==> config.mk <==
export PLATFORM = sky130hd
export DESIGN_NAME = tcm_lsu_adapter
export DESIGN_NICKNAME = d
export VERILOG_FILES = /design/src/rtl/tcm_lsu_adapter.sv
export SDC_FILE = /design/constraint.sdc
export NUM_CORES = 1
export LEC_CHECK = 0
export CAP_MARGIN = 40
export CELL_PAD_IN_SITES_DETAIL_PLACEMENT = 1
export CELL_PAD_IN_SITES_GLOBAL_PLACEMENT = 1
export CORE_ASPECT_RATIO = 1.2
export CORE_UTILIZATION = 22
export CTS_CLUSTER_DIAMETER = 120
export CTS_CLUSTER_SIZE = 14
export DETAILED_ROUTE_END_ITERATION = 10
export PLACE_DENSITY_LB_ADDON = 0.1
export SLEW_MARGIN = 20
export SYNTH_ARGS = -nofsm -noshare
export SYNTH_HDL_FRONTEND = slang
export SYNTH_SLANG_ARGS = --single-unit
==> constraint.sdc <==
create_clock -name aclk -period 1.6 [get_ports aclk]
set_input_delay 0.24 -clock aclk [delete_from_list [all_inputs] [get_ports aclk]]
set_output_delay 0.24 -clock aclk [all_outputs]
set_load 0.02 [all_outputs]
==> src/rtl/tcm_lsu_adapter.sv <==
// LSU-to-TCM port B adapter: turns byte/half/word accesses into word-aligned TCM
// transactions, keeps one access outstanding and returns a registered response.
module tcm_lsu_adapter (
  input  logic        aclk,
  input  logic        aresetn,
  // LSU request
  input  logic        req_valid,
  output logic        req_ready,
  input  logic [31:0] req_addr,
  input  logic        req_we,
  input  logic [1:0]  req_size,
  input  logic        req_signed,
  input  logic [31:0] req_wdata,
  // LSU response
  output logic        resp_valid,
  input  logic        resp_ready,
  output logic [31:0] resp_rdata,
  output logic        resp_err,
  // TCM port B
  output logic [31:0] tcm_address,
  output logic        tcm_request,
  output logic        tcm_write_enable,
  output logic [3:0]  tcm_byte_enable,
  output logic [31:0] tcm_write_data,
  input  logic [31:0] tcm_read_data,
  input  logic        tcm_grant,
  input  logic        tcm_valid
);

  typedef enum logic [1:0] {
    StIdle,
    StWait,
    StResp
  } state_e;

  state_e      state_q;
  logic [1:0]  lane_q;
  logic [1:0]  size_q;
  logic        signed_q;
  logic        we_q;
  logic        resp_valid_q;
  logic        resp_err_q;
  logic [31:0] resp_rdata_q;

  logic        is_idle;
  logic        misaligned;
  logic [3:0]  req_be;
  logic [31:0] req_wd;
  logic [31:0] lane_word;
  logic [31:0] load_result;

  assign is_idle = (state_q == StIdle);

  assign misaligned = (req_size == 2'b01 && req_addr[0])
                   || (req_size == 2'b10 && req_addr[1:0] != 2'b00)
                   || (req_size == 2'b11);

  always_comb begin
    req_be = 4'b0000;
    req_wd = req_wdata;
    case (req_size)
      2'b00: begin
        req_be = 4'b0001 << req_addr[1:0];
        req_wd = {4{req_wdata[7:0]}};
      end
      2'b01: begin
        req_be = req_addr[1] ? 4'b1100 : 4'b0011;
        req_wd = {2{req_wdata[15:0]}};
      end
      2'b10: begin
        req_be = 4'b1111;
        req_wd = req_wdata;
      end
      default: begin
        req_be = 4'b0000;
        req_wd = req_wdata;
      end
    endcase
  end

  // TCM side is purely combinational so a request costs no extra cycle; it is
  // only ever driven from IDLE, which keeps a single access outstanding.
  assign req_ready        = is_idle;
  assign tcm_request      = is_idle && req_valid && !misaligned;
  assign tcm_address      = is_idle ? req_addr : 32'h0;
  assign tcm_write_enable = is_idle && req_we;
  assign tcm_byte_enable  = (is_idle && req_we) ? req_be : 4'b0000;
  assign tcm_write_data   = is_idle ? req_wd : 32'h0;

  // Selected lane moved down to bits [15:0]; halves only ever use lanes 0 and 2.
  assign lane_word = tcm_read_data >> {lane_q, 3'b000};

  always_comb begin
    load_result = 32'h0;
    if (!we_q) begin
      case (size_q)
        2'b00:   load_result = {{24{signed_q & lane_word[7]}}, lane_word[7:0]};
        2'b01:   load_result = {{16{signed_q & lane_word[15]}}, lane_word[15:0]};
        default: load_result = tcm_read_data;
      endcase
    end
  end

  always_ff @(posedge aclk or negedge aresetn) begin
    if (!aresetn) begin
      state_q      <= StIdle;
      lane_q       <= 2'b00;
      size_q       <= 2'b00;
      signed_q     <= 1'b0;
      we_q         <= 1'b0;
      resp_valid_q <= 1'b0;
      resp_err_q   <= 1'b0;
      resp_rdata_q <= 32'h0;
    end else begin
      case (state_q)
        StIdle: begin
          if (req_valid) begin
            if (tcm_request && tcm_grant) begin
              lane_q   <= req_addr[1:0];
              size_q   <= req_size;
              signed_q <= req_signed;
              we_q     <= req_we;
              state_q  <= StWait;
            end else begin
              // Misaligned/reserved size, or the TCM refused the address.
              resp_valid_q <= 1'b1;
              resp_err_q   <= 1'b1;
              resp_rdata_q <= 32'h0;
              state_q      <= StResp;
            end
          end
        end
        StWait: begin
          if (tcm_valid) begin
            resp_valid_q <= 1'b1;
            resp_err_q   <= 1'b0;
            resp_rdata_q <= load_result;
            state_q      <= StResp;
          end
        end
        StResp: begin
          if (resp_ready) begin
            resp_valid_q <= 1'b0;
            state_q      <= StIdle;
          end
        end
        default: state_q <= StIdle;
      endcase
    end
  end

  assign resp_valid = resp_valid_q;
  assign resp_err   = resp_err_q;
  assign resp_rdata = resp_rdata_q;

  assert property (@(posedge aclk) disable iff (!aresetn)
    tcm_request |-> is_idle);

  assert property (@(posedge aclk) disable iff (!aresetn)
    (resp_valid && !resp_ready) |=> (resp_valid && $stable(resp_rdata) && $stable(resp_err)));

endmodule

==> metrics.csv <==
stage;metric;value;unit
worst_setup_path;crit_fanout;4;
sta;min_period;1.840;ns
grt;grt_pass1_wl;23950;um
place;pre_cts_slack;-0.7515;ns
outcome;violations;design-rule violations, negative setup slack;
logic_synthesis;yosysUniqueCellTypes;40;
sta;skew;0.004824;ns
clocking;path_clk_slew;0.06;ns
sta;fmax;0.5434;GHz
min_path;hp-class;input pin to asynchronous set/reset pin;
sta;rsz0062_at_grt;true;
layout;fin_cells;826;
logic_synthesis;ys.flop_type;dfrtp_1;
grt;antenna_found_initial;0;
worst_setup_path;cp.required;1.36;ns
route;wirelength;16330;um
power;power_density;1252;mW/mm2
place;io_buffers;210;
die;die_w;111.2;um
die;die_area;0.01478;mm2
layout;layout_commonest_cell;clkdlybuf4s50_1;
logic_synthesis;synthCells;369;
logic_synthesis;synth_top_cell_by_area;dfrtp_1;
layout;nets;760;
grt;grt_max_degree;35;
grt;grt_usage;0.2077;
logic_synthesis;avgSynthCellArea;8.524;um2
grt;grt_pass1_vias;4324;
grt;grt_overflow_total;0;
worst_setup_path;r2r_start;lane_q[1];
layout;fin_area;0.007211;mm2
sta;slew_headroom;0.7279;
worst_setup_path;worstRegToRegCells;5;
layout;area.growth.synth_to_final;129.2;%
worst_setup_path;rrSetupSlack;-0.17;ns
die;core_area;0.01388;mm2
route;ant_nets;0;
logic_synthesis;synthTopCellsByArea;dfrtp_1, mux2i_1, a21oi_1;
die;ios;211;
power;p_leak;3.129;nW
logic_synthesis;synth_seq_cells;42;
die;start_util;0.2266;
job;maxCapViolCount;0;
worst_setup_path;crit_type;flip-flop to output port;
place;dpl_cell_area;0.005956;mm2
clocking;cts_inserted_buffers;5;
logic_synthesis;synth_nets;475;
clocking;clock_latency;0.29;ns
worst_setup_path;critical_path.startpoint;state_q[1];
layout;final_cell_mix;clkdlybuf4s50_1, buf_6, buf_4;
worst_setup_path;reg2reg_to;resp_rdata[22];
place;gp_congestion;0.7832;
layout;nFillCells;1542;
worst_setup_path;endpoint_kind;output port;
route;avgViaCountPerCell;4.810;
die;rows;47;
sta;tightest_slew;0.4081;ns
clocking;clockBufferDepth;2;
logic_synthesis;ys_seq_area_frac;0.3341;
route;dr.pass1.iters;7;
place;place_inst;784;
layout;antenna_cells;0;
layout;multi_input_area;0.002396;mm2
place;dp_hpwl;11210;um
logic_synthesis;synth_warnings;0;
worst_setup_path;critical_path_arrival;1.60;ns
power;vdd_drop_max;0.5621;mV
logic_synthesis;synth_edf_count;0;
route;drcViolationCount;14;
route;dr.first_iter.drc_count;110;
logic_synthesis;syn_area;0.003146;mm2
clocking;h-tree-depth;2;
sta;finalSetupViolCount;107;
outcome;status;finished with violations;
clocking;cts_root_buf;clkbuf_16;
layout;ff_latch_area;0.001052;mm2
logic_synthesis;netlist.area_leader.share;0.3341;
sta;finalCritPeriodShare;1.150;
sta;hold_viol;0;
sta;setup_slack;-0.2402;ns
clocking;cts_sinks;42;
logic_synthesis;synthArstFlopShare;1.000;
layout;drive_above_1_share;0.4397;
route;post_drt_wl_per_cell;19.77;um
die;die_h;133.0;um
route;via_count;3973;
clocking;cts_tree;done;
sta;finalMaxSlewViolations;0;
worst_setup_path;start_kind;flip-flop;
## power by group
part           switching (mW)  internal [mW]
clock                   0.414          0.738
sequential              0.177           1.25
combinational            3.09           3.36
total                    3.68           5.35
## registers in the layout, indices dropped and copies added (netlist names)
signal	count
lane_q	2
resp_err	1
resp_rdata	32
resp_valid	1
signed_q	1
size_q	2
state_q	2
we_q	1
## worst max path at each step
stage	endpoint	slack, ns	depth (start not counted)
global placement	tcm_write_data[8]	-0.68	7
CTS	resp_rdata[31]	-0.24	8
global route	tcm_write_data[9]	-0.29	5
floorplan	resp_rdata[16]	-0.05	5
detailed placement	resp_rdata[21]	-0.75	8
finish	tcm_byte_enable[3]	-0.24	6
## stage by stage
| step | total power [mW] | hold slack [ns] | TNS (ns) | utilization |
|---|---|---|---|---|
| 2_1_floorplan | 3.933 | -0.05559 | -0.5014 | - |
| 3_3_place_gp | 6.019 | 0.1922 | -56.19 | 0.4291 |
| 3_5_place_dp | 6.075 | 0.1969 | -61.50 | 0.4291 |
| 4_1_cts | 8.188 | 0.4399 | -17.05 | 0.4804 |
| 5_1_grt | 9.476 | 0.4788 | -23.79 | 0.5196 |
| 6_report | 9.026 | 0.4164 | -18.21 | 0.5196 |
## critical path, stage by stage, from the launching register on
cell and delay [ns]:
dfrtp_1 0.40, or2_4 0.29, inv_6 0.09, and2_4 0.16, o21ai_4 0.10, a21oi_4 0.13, buf_6 0.13
## cells by family after synthesis
logic type	synth area share
DFF	0.3341
xor gates and xnor gates	0.002785
muxes	0.1213
buffers and inverters	0.06483
and+or+nand+nor	0.2045
AOI/OAI and AO/OA	0.2725
## cells in the mapped netlist, types with 5 or more instances
cell type / instances
inv_1: 15
mux2i_1: 28
buf_2: 7
nand2b_1: 11
o22ai_1: 9
o2bb2ai_1: 22
a22o_1: 5
mux2_2: 7
and2_1: 40
dfrtp_1: 42
clkbuf_1: 19
a2bb2oi_1: 5
nand2_1: 21
nor2_1: 30
a21oi_1: 50
nor2b_1: 11
o221ai_1: 5
o21ai_0: 16
## what timing repair did
action                                 in CTS  in global routing
pin swaps                                  23                 31
setup buffers                              14                 11
endpoints found under the hold margin      16                  0
hold buffers                                1                  0
gates cloned                                7                  5
resized for setup                         469                102
setup endpoints to repair                 113                112
## per-layer routing
layer / up-vias / global-route usage / part of all wire
met5: - / 0 / 0
met4: 0 / 0.03979 / 0.0094
met3: 10 / 0.05955 / 0.072
met2: 132 / 0.4025 / 0.56
met1: 1946 / 0.2223 / 0.36
li1: 1885 / - / -
## area by class of cell
type / instances / area share
Timing Repair Buffer: 309 / 0.4610
Multi-Input combinational cell: 281 / 0.3323
Sequential cell: 42 / 0.1459
Tap cell: 171 / 0.02967
Clock buffer: 7 / 0.01839
Inverter: 15 / 0.008503
Clock inverter: 1 / 0.004164
Power figures use the tool's default switching activity.
